==> config.mk <==
export PLATFORM = sky130hd
export DESIGN_NAME = memory_access
export DESIGN_NICKNAME = d
export VERILOG_FILES = /design/src/rtl/memory_access_pkg.sv /design/src/rtl/memory_access_timeout.sv /design/src/rtl/memory_access.sv
export SDC_FILE = /design/constraint.sdc
export NUM_CORES = 1
export LEC_CHECK = 0
export CAP_MARGIN = 10
export CORE_AREA = 2 2 233 235
export DETAILED_ROUTE_END_ITERATION = 12
export DIE_AREA = 0 0 235 237
export PLACE_DENSITY = 0.44
export REMOVE_ABC_BUFFERS = 1
export SLEW_MARGIN = 0
export SYNTH_ARGS = -nofsm -noshare
export SYNTH_HDL_FRONTEND = slang
export SYNTH_SLANG_ARGS = --single-unit
export TNS_END_PERCENT = 100
==> constraint.sdc <==
create_clock -name clk -period 1.71 [get_ports clk]
set_input_delay 0.342 -clock clk [delete_from_list [all_inputs] [get_ports clk]]
set_output_delay 0.342 -clock clk [all_outputs]
set_load 0.03 [all_outputs]
==> src/rtl/memory_access_pkg.sv <==
// memory_access_pkg: shared types and constants for the memory stage.
//   state_t         : FSM states of the memory stage
//   ALIGN_BITS      : low address bits that must be zero (doubleword accesses)
//   DEFAULT_TIMEOUT : default ACCESS cycles allowed before aborting
package memory_access_pkg;
  typedef enum logic [1:0] {IDLE, ACCESS, DONE} state_t;

  localparam int ALIGN_BITS      = 3;
  localparam int DEFAULT_TIMEOUT = 16;
endpackage

==> src/rtl/memory_access_timeout.sv <==
// timeout_counter: free-running up counter with synchronous clear and enable.
//   clk, reset : clock and synchronous active-high reset
//   i_clr      : synchronous clear (wins over i_en)
//   i_en       : count enable
//   o_tc       : high while the count equals TC
module timeout_counter #(
  parameter int           W  = 4,
  parameter logic [W-1:0] TC = '1
) (
  input  logic clk,
  input  logic reset,
  input  logic i_clr,
  input  logic i_en,
  output logic o_tc
);
  logic [W-1:0] r_cnt;

  always_ff @(posedge clk) begin
    if (reset || i_clr) r_cnt <= '0;
    else if (i_en)      r_cnt <= r_cnt + 1'b1;
  end

  assign o_tc = (r_cnt == TC);
endmodule

==> src/rtl/memory_access.sv <==
// memory_access: multi-cycle memory stage between execute and writeback.
// Accepts execute results in IDLE, runs one doubleword load/store over a
// req/ack handshake, resolves the branch, and stalls the core meanwhile.
// Misaligned, illegal (read+write) and timed-out accesses raise error_M.
//   clk, reset                        : clock, synchronous active-high reset
//   valid_E, Branch, memRead, memWrite: execute-stage control
//   PCBranch_E, aluResult_E, writeData_E, zero_E : execute results
//   ready_M, stall_M                  : stage ready / core stall
//   dm_req, dm_we, dm_addr, dm_wdata  : data memory request (registered)
//   dm_ack, dm_rdata                  : data memory completion
//   done_M                            : one-cycle completion pulse
//   readData_M, aluResult_M, PCBranch_M, PCSrc_M, error_M : results
module memory_access
  import memory_access_pkg::*;
#(
  parameter int N       = 64,
  parameter int TIMEOUT = DEFAULT_TIMEOUT
) (
  input  logic         clk,
  input  logic         reset,
  input  logic         valid_E,
  input  logic         Branch,
  input  logic         memRead,
  input  logic         memWrite,
  input  logic [N-1:0] PCBranch_E,
  input  logic [N-1:0] aluResult_E,
  input  logic [N-1:0] writeData_E,
  input  logic         zero_E,
  output logic         ready_M,
  output logic         stall_M,
  output logic         dm_req,
  output logic         dm_we,
  output logic [N-1:0] dm_addr,
  output logic [N-1:0] dm_wdata,
  input  logic         dm_ack,
  input  logic [N-1:0] dm_rdata,
  output logic         done_M,
  output logic [N-1:0] readData_M,
  output logic [N-1:0] aluResult_M,
  output logic [N-1:0] PCBranch_M,
  output logic         PCSrc_M,
  output logic         error_M
);
  localparam int CW = (TIMEOUT > 2) ? $clog2(TIMEOUT) : 1;

  state_t r_state;
  logic   r_load;
  logic   w_tc;
  logic   w_mem_op;
  logic   w_misaligned;

  assign w_mem_op     = memRead | memWrite;
  assign w_misaligned = |aluResult_E[ALIGN_BITS-1:0];

  // Counter idles at zero outside ACCESS, so every access starts from 0.
  // Terminal count at TIMEOUT-1 gives exactly TIMEOUT request cycles.
  timeout_counter #(
    .W  (CW),
    .TC (CW'(TIMEOUT - 1))
  ) u_tmo (
    .clk   (clk),
    .reset (reset),
    .i_clr (r_state != ACCESS),
    .i_en  (!dm_ack),
    .o_tc  (w_tc)
  );

  // Status outputs decode straight from the state register: no path from
  // dm_ack reaches dm_req combinationally.
  assign ready_M = (r_state == IDLE);
  assign stall_M = ~ready_M;
  assign dm_req  = (r_state == ACCESS);
  assign done_M  = (r_state == DONE);

  always_ff @(posedge clk) begin
    if (reset) begin
      r_state     <= IDLE;
      r_load      <= 1'b0;
      dm_we       <= 1'b0;
      dm_addr     <= '0;
      dm_wdata    <= '0;
      readData_M  <= '0;
      aluResult_M <= '0;
      PCBranch_M  <= '0;
      PCSrc_M     <= 1'b0;
      error_M     <= 1'b0;
    end else begin
      case (r_state)
        IDLE: if (valid_E) begin
          PCSrc_M     <= Branch & zero_E;
          aluResult_M <= aluResult_E;
          PCBranch_M  <= PCBranch_E;
          dm_addr     <= aluResult_E;
          dm_wdata    <= writeData_E;
          dm_we       <= memWrite;
          r_load      <= memRead;
          if (memRead && memWrite) begin
            error_M <= 1'b1;
            r_state <= DONE;
          end else if (w_mem_op && w_misaligned) begin
            error_M <= 1'b1;
            r_state <= DONE;
          end else if (w_mem_op) begin
            error_M <= 1'b0;
            r_state <= ACCESS;
          end else begin
            error_M <= 1'b0;
            r_state <= DONE;
          end
        end
        ACCESS: begin
          // Ack takes priority: an ack on the terminal cycle is a success.
          if (dm_ack) begin
            if (r_load) readData_M <= dm_rdata;
            r_state <= DONE;
          end else if (w_tc) begin
            error_M <= 1'b1;
            r_state <= DONE;
          end
        end
        DONE:    r_state <= IDLE;
        default: r_state <= IDLE;
      endcase
    end
  end
endmodule

# --- After elaboration in Yosys (flattened, before gate mapping) ---
# Index checks and enable logic that the tools add are counted.
word_totals:
  ff_bits: 266
  in_bits: 264
  output_inout_bits: 327
  elab_cells: 45
op_classes:
  addsub: 1
  n_eq_ne: 8
  n_mux: 13
  n_bitwise: 3
  reduce_logical: 10
ops:
  columns: ["operator", "count"]
  rows:
  - ["$mux 2", 6]
  - ["$mux 1", 5]
  - ["$add 4x1->4 const B", 1]
  - ["$eq 4x4->1 const B", 1]
  - ["$ne 2x1->1 const B", 2]
  - ["$ne 2x2->1 const B", 2]
  - ["$pmux 2 s2", 1]
  - ["$reduce_and 2->1", 2]
  - ["$reduce_and 4->1", 1]
  - ["$ne 3x1->1 const B", 1]
  - ["$reduce_and 3->1", 1]
  - ["$reduce_or 3->1", 1]
  - ["$eq 2x1->1 const B", 1]
  - ["$eq 2x2->1 const B", 1]
  - ["$logic_and 1x1->1", 2]
  - ["$logic_not 2->1", 1]
  - ["$pmux 1 s2", 1]
  - ["$reduce_bool 2->1", 1]
  - ["$and 1x1->1", 1]
  - ["$logic_or 1x1->1", 1]
  - ["$not 1->1", 1]
  - ["$or 1x1->1", 1]

# --- Longest topological paths before layout ---
logic_depth:
  ltp_word: 6
  ltp_mapped: 7

# --- By module ---
# Synthesis repeated with hierarchy kept, for this count alone.
hier_totals:
  cells_unflattened: 1235
  hier_area_um2: 9864.5
modules_own_cells:
  columns: ["mod", "instances", "cells_each", "area_per_inst_um2"]
  rows:
  - ["memory_access", 1, 1217, 9670.5]
  - ["timeout_counter", 1, 18, 193.9]

# --- Least setup slack after synthesis ---
# Ideal clock, no wire load.
synth_timing:
  kind: "register to output"
  startpoint: "register r_state[1]"
  endpoint: "output port stall_M"
  arrival_ns: 1.215
  required_time_ns: 1.368
  setup_slack_ns: 0.153
  stages_incl_launch_ff: 4
  cell_sequence: "dfxtp_1 > buf_2 > nor2_1 > inv_1"
synth_between:
  elab_chain_len: 2
synth_lines:
  columns: ["item", "line", "rtl"]
  rows:
  - ["from (decl)", "memory_access.sv:46", "state_t r_state;"]
  - ["from (signal assigned)", "memory_access.sv:77", "r_state <= IDLE;"]
  - ["from (signal assigned)", "memory_access.sv:99", "r_state <= DONE;"]
  - ["from (signal assigned)", "memory_access.sv:102", "r_state <= DONE;"]
  - ["$logic_not 2->1", "memory_access.sv:70", "assign ready_M = (r_state == IDLE);"]
  - ["via ready_M", "memory_access.sv:29", "output logic ready_M,"]
  - ["$not 1->1", "memory_access.sv:71", "assign stall_M = ~ready_M;"]
  - ["to (decl)", "memory_access.sv:30", "output logic stall_M,"]
# The timed path passes the listed nets, and every way through them passes these cells.

# --- Worst setup path after layout ---
layout_timing:
  startpoint: "register aluResult_M[4]"
  endpoint: "output port aluResult_M[4]"
layout_lines:
  columns: ["item", "line", "rtl"]
  rows:
  - ["from (decl)", "memory_access.sv:39", "output logic [N-1:0] aluResult_M,"]
  - ["from (signal assigned)", "memory_access.sv:91", "aluResult_M <= aluResult_E;"]
# No word-level cell between the ends.

==> results.json <==
{
  "cts_tree": "done",
  "cts_root_buffer": "clkbuf_16",
  "fin_crit_ps": 1655,
  "clk_pin_slew_ps": 60,
  "final_layout_size_suffix_gt1_frac": 0.07926,
  "instances_no_fill": 2475,
  "hp-class": "input port to flop",
  "dr.first_iter.drc_count": 305,
  "hold_violations": 0,
  "netlist_instances": 1231,
  "clockBufferDepth": 3,
  "core-area_um2": 53280,
  "place_congestion": 0.7799,
  "antenna_found_initial": 1,
  "max_stage_delay_ps": 420,
  "detail-route-antenna-nets": 0,
  "area_delta_synth_final_pct": 73.78,
  "slew_headroom": 0.7389,
  "place_inst": 2410,
  "portBuffers": 590,
  "worst_skew_pair.late_latency_ps": 530,
  "grt_overflow": 0,
  "fin_util": 0.3199,
  "wl_mm": 39.92,
  "yosysSeqAreaShare": 0.5429,
  "rsz0062_at_grt": "yes",
  "crit_family": "buffers and inverters",
  "cp-start-kind": "flop",
  "crit_required_ps": 1370,
  "hpwlAfterDp_mm": 29.44,
  "max_freq_mhz": 604.3,
  "grt_start_max_net_pins": 77,
  "cts_made_buffers": 35,
  "fill_cells": 5726,
  "ir_worst_vdd_uv": 604.5,
  "boundaryPins": 591,
  "critPathCaptureType": "output pin",
  "path_buf_inv": 1,
  "slew_violations": 0,
  "syn_area_per_cell_um2": 7.968,
  "clock-skew-final_ps": 9.912,
  "worstPathMaxFanout": 3,
  "cp_slowest_cell": "dlygate4sd2_1",
  "tightest_slew_ps": 393.2,
  "layout_commonest_cell": "nand2_1",
  "htree_levels": 2,
  "fin_crit_sh": 0.9676,
  "path_class": "flop to output pin",
  "ys_warn_count": 0,
  "leakage_nw": 7.431,
  "routed-via-count": 9938,
  "nNetsFinal": 2019,
  "clock-sinks": 266,
  "outcome": "completed",
  "die_h_um": 237,
  "regArea_um2": 5333,
  "grt_pass1_wl_mm": 59.66,
  "hold_buffers": 0,
  "die_x_um": 235,
  "multiInputGateArea_um2": 3505,
  "start_util": 0.1841,
  "whs_ps": 277.0,
  "drc_errors": 0,
  "ys_types": 28,
  "grt_pass1_vias": 9988,
  "dr.pass1.iters": 5,
  "n_antenna_cell": 0,
  "final_cell_mix": "nand2_1 (517), dfxtp_1 (264), clkdlybuf4s50_1 (262)",
  "die-area_um2": 55700,
  "num_rows": 85,
  "grt_usage": 0.1365,
  "wl_per_cell_um": 16.13,
  "path_cells": "dlygate4sd2_1",
  "drv_cap": 0,
  "synth.ff_latch_count": 266,
  "vias_per_cell": 4.015,
  "cp.arrival_ps": 1310,
  "powerDensity_nw_per_um2": 1006,
  "setup_viol": 0,
  "syn_area_um2": 9808
}
## layer usage
metal  wire length, um  vias to the layer above  share of wire  GRT usage
met2             18690                      399           0.47     0.2295
li1                  -                     4925              -          -
met5                 0                        -              0          0
met1             16830                     4572           0.42     0.1617
met3              3708                       42          0.093    0.05561
met4               688                        0          0.017    0.03280
## state kept, by name, summed over array words and instances, names as in the netlist
name         count
error_M          1
PCBranch_M      64
readData_M      64
r_state          2
r_load           1
aluResult_M     64
dm_we            1
PCSrc_M          1
u_tmo.r_cnt      4
dm_wdata        64
## timing repair
action                     4_1_cts  5_1_grt
setup buffers                    3        0
setup endpoints to repair      325       50
hold endpoints to repair         0        0
pin swaps                        1        1
gates resized for setup        363       60
## report_power, final
part	total [mW]	switching, mW	internal, mW
logic	2.87	1.65	1.22
clock network	7.61	2.85	4.76
registers	6.67	0.176	6.49
total	17.2	4.67	12.5
## synth_stat cells
master | number | area, um^2
a311o_1 | 1 | 10.01
nand2b_1 | 1 | 6.260
nand4b_1 | 2 | 17.52
clkbuf_1 | 45 | 168.9
a41oi_1 | 1 | 8.760
a21boi_0 | 1 | 7.510
nor3_1 | 6 | 30.03
buf_6 | 16 | 180.2
or3b_1 | 1 | 8.760
a21oi_1 | 259 | 1296
o41ai_1 | 1 | 8.760
buf_1 | 1 | 3.750
buf_4 | 69 | 518.0
buf_2 | 23 | 115.1
xor2_1 | 3 | 26.28
o211a_1 | 2 | 20.02
inv_1 | 3 | 11.26
nand3_1 | 2 | 10.01
nor3b_4 | 1 | 18.77
nor2_1 | 2 | 7.510
nor2b_1 | 2 | 12.51
nand2_1 | 517 | 1941
a211oi_1 | 2 | 15.01
mux2i_1 | 1 | 10.01
xnor2_1 | 1 | 8.760
dfxtp_1 | 266 | 5325
and4b_1 | 1 | 10.01
ha_1 | 1 | 12.51
## cells by family (layout without fill, tap and decap cells)
logic type | count (synthesis) | count (layout) | share of synthesized area
simple gates | 535 | 535 | 0.2102
xor+xnor | 4 | 4 | 0.003573
fa+ha+maj | 1 | 1 | 0.001275
buf+inv | 157 | 705 | 0.1017
flops | 266 | 266 | 0.5429
mux | 1 | 1 | 0.001021
compound gates | 267 | 267 | 0.1393
## area by class of cell
cell class,count,share of cell area
multi-input combinational,808,0.2056
tap,696,0.05109
sequential,266,0.3129
timing repair buffer,640,0.3599
clock inverter,7,0.006900
clock buffer,55,0.06298
inverter,3,0.0006606
## per-stage QoR
step / worst slack (ps) / power, mW / TNS [ps] / instance area [um^2]
2_1_floorplan: -3004 / 8.077 / -551170 / 8822
3_3_place_gp: -184.1 / 9.951 / -28750 / 16170
3_5_place_dp: -213.3 / 9.955 / -30960 / 16170
4_1_cts: -9.330 / 17.47 / -9.330 / 17050
5_1_grt: -4.273 / 17.96 / -4.273 / 17050
6_report: 55.32 / 17.15 / 0 / 17050
## worst paths after layout
path                       start             end  slack, ps  cells after the start
setup / recovery  aluResult_M[4]  aluResult_M[4]         60                      1
hold / removal             reset     dm_wdata[6]        280                      2
setup reg to reg      r_state[1]  PCBranch_M[24]        120                      5
hold reg to reg      dm_wdata[5]     dm_wdata[5]        450                      2
No activity file was read; power rests on OpenSTA's default activity.
==> RTL change, RTL diff (config.mk and constraints unchanged) <==
Re-encode `state_t` (3 states) as one-hot, 3 bits wide.
--- a/src/rtl/memory_access_pkg.sv
+++ b/src/rtl/memory_access_pkg.sv
@@ -5,3 +5,3 @@
 package memory_access_pkg;
-  typedef enum logic [1:0] {IDLE, ACCESS, DONE} state_t;
+  typedef enum logic [2:0] {IDLE = 3'b001, ACCESS = 3'b010, DONE = 3'b100} state_t;
 
Function: same outputs for any inputs over 4 cycles, from zero or initial values and one cycle with reset high; so few cycles prove little.
==> RTL change against the unedited design <==
The run now ends with negative setup slack left. Sequential cell count is 1 higher. Count of clock-buffer cells in the layout is 3 lower. Clock skew is 0.0074 ns higher. Critical path depth is 3 higher. Setup slack worse by 0.24 ns. Global-route usage is 0.69 points higher. Total power is 5.1% higher. Routed wire length is 14% higher. Cell area is 10% higher. Maximum frequency is 13% lower. Synthesized area is 1.3% higher. Critical path type unchanged.
==> RTL change: results (changes against the unedited design) <==
<table>
<tr><th>Metric</th><th>Value</th></tr>
<tr><th colspan="2">Status</th></tr>
<tr><td>Run status</td><td>finished with violations</td></tr>
<tr><td>Violated checks</td><td>negative setup slack</td></tr>
<tr><th colspan="2">STA</th></tr>
<tr><td>Total of endpoints with negative setup slack in the final report</td><td>200 (+200)</td></tr>
<tr><td>Post-route setup slack</td><td>-0.181 ns (-0.236 ns)</td></tr>
<tr><td>Worst Hold Slack</td><td>0.310 ns (+0.0332 ns)</td></tr>
<tr><td>Setup skew after layout</td><td>0.0173 ns (+0.00736 ns)</td></tr>
<tr><th colspan="2">Pwr</th></tr>
<tr><td>Worst vdd rail ir drop</td><td>0.000534 V (-12%)</td></tr>
<tr><td>Leakage power figure</td><td>7.87 nW (+5.9%)</td></tr>
<tr><th colspan="2">Place</th></tr>
<tr><td>Total half-perimeter wirelength after legalization and detailed placement</td><td>30.4 mm (+3.2%)</td></tr>
<tr><td>Placed cell areas</td><td>16500 sq um (+2.0%)</td></tr>
<tr><th colspan="2">Synthesis</th></tr>
<tr><td>Distinct cells, synth</td><td>32 (+14%)</td></tr>
<tr><td>Commonest cells in the synthesized netlist</td><td>nand2_1, dfxtp_1, a21oi_1, clkbuf_1, nand3_1</td></tr>
<tr><td>Main area contributors after synthesis</td><td>dfxtp_1, nand2_1, a21oi_1</td></tr>
<tr><td>Sequential cell area fraction in the yosys report</td><td>53.8% (-0.50 points)</td></tr>
<tr><th colspan="2">Routing</th></tr>
<tr><td>Number of search-and-repair iterations in the first detailed-routing pass</td><td>4 (-1)</td></tr>
<tr><td>Vias per Instance</td><td>4.20 (+4.5%)</td></tr>
<tr><th colspan="2">Finish</th></tr>
<tr><td>Layout cells sized above 1</td><td>22.6% (+15 points)</td></tr>
<tr><td>Number of nets in the layout</td><td>2068 (+2.4%)</td></tr>
<tr><th colspan="2">Global route</th></tr>
<tr><td>Pin count of the biggest net entering global routing</td><td>69 (-10%)</td></tr>
<tr><td>First-pass GRT wire length</td><td>62.7 mm (+5.0%)</td></tr>
<tr><td>Number of antenna violations at the first check in global routing</td><td>2 (+1)</td></tr>
<tr><th colspan="2">Min path</th></tr>
<tr><td>Worst hold endpoint</td><td>PCBranch_M[22]$_SDFFE_PP0P_</td></tr>
<tr><th colspan="2">Worst setup path</th></tr>
<tr><td>Worst path arrival time</td><td>1.55 ns (+0.24 ns)</td></tr>
<tr><td>Setup slack of the worst register-to-register path</td><td>-0.14 ns (-0.26 ns)</td></tr>
<tr><td>Destination of the worst register-to-register timing path</td><td>PCBranch_M[28]$_SDFFE_PP0P_</td></tr>
</table>
## RTL change: changes by cell type after synthesis, sizes merged, moves of 2 or more
| cell | change |
|---|---|
| buf | -10 |
| a21oi | +2 |
| nand3 | +64 |
| clkbuf | +23 |
| nand2 | -126 |
| nor2 | -2 |
| o21ai | +65 |
## RTL change: worst max-delay path by stage
stage / from / endpoint / slack (ns) / cells after the start
2_1_floorplan: r_state[1]$_SDFFE_PP0P_ / error_M$_SDFFE_PP0P_ / -13.58 / 3
3_3_place_gp: valid_E / PCSrc_M$_SDFFE_PP0P_ / -0.29 / 6
3_5_place_dp: valid_E / aluResult_M[56]$_SDFFE_PP0P_ / -0.29 / 6
4_1_cts: r_state[1]$_SDFFE_PP0P_ / ready_M / -0.26 / 4
5_1_grt: r_state[1]$_SDFFE_PP0P_ / ready_M / -0.24 / 4
6_report: r_state[1]$_SDFFE_PP0P_ / ready_M / -0.18 / 4
## RTL change: power by group
group / switching (W) / total, W / internal (W)
Combinational: 0.00235 / 0.00421 / 0.00187
Sequential: 0.000219 / 0.00679 / 0.00657
Clock: 0.00285 / 0.00703 / 0.00417
Total: 0.00542 / 0.0180 / 0.0126
## RTL change: cells by family after synthesis
group | after synthesis | share of synthesized area [%]
and+or+nand+nor | 471 | 19.1
AOI/OAI and AO/OA | 332 | 17.1
DFF | 267 | 53.8
buffers and inverters | 171 | 9.46
xor gates and xnor gates | 4 | 0.353
muxes | 1 | 0.101
adders and majority gates | 1 | 0.126
## RTL change: per-stage QoR
step	total power, W	setup WS (ns)	instances
after global placement	0.0107	-0.289	2428
final	0.0180	-0.181	2522
after global routing	0.0189	-0.242	2522
after detailed placement	0.0107	-0.287	2428
after floorplan	0.00839	-13.58	1080
after CTS	0.0176	-0.261	2492
## RTL change: final cells by class
| type | instances | area share [%] |
|---|---|---|
| well taps | 696 | 4.64 |
| inverters | 4 | 0.120 |
| flip-flops and latches | 267 | 28.5 |
| repair buffers | 686 | 37.2 |
| multi-input cells | 809 | 23.8 |
| clock inverters | 8 | 0.320 |
| clock buffers | 52 | 5.48 |
## RTL change: timing repair
| item | CTS | global route |
|---|---|---|
| resized for setup | 413 | 329 |
| setup buffers | 4 | 8 |
| hold buffers | 0 | 0 |
| cloned | 0 | 22 |
| pin swaps | 2 | 59 |
| endpoints found under the setup margin | 325 | 264 |
## RTL change: worst max-delay path, stage by stage, from the launching register on
cell and delay, ns:
dfxtp_2 0.32, buf_6 0.10, or3b_4 0.40, inv_4 0.07, buf_6 0.13
## RTL change: per-layer routing
| metal | up-vias | track usage, % | wire length (um) |
|---|---|---|---|
| met5 | - | 0 | 30 |
| met4 | 4 | 3.11 | 637 |
| met3 | 48 | 5.29 | 3370 |
| met2 | 350 | 25.0 | 22800 |
| met1 | 5010 | 16.7 | 18700 |
| li1 | 5172 | - | - |
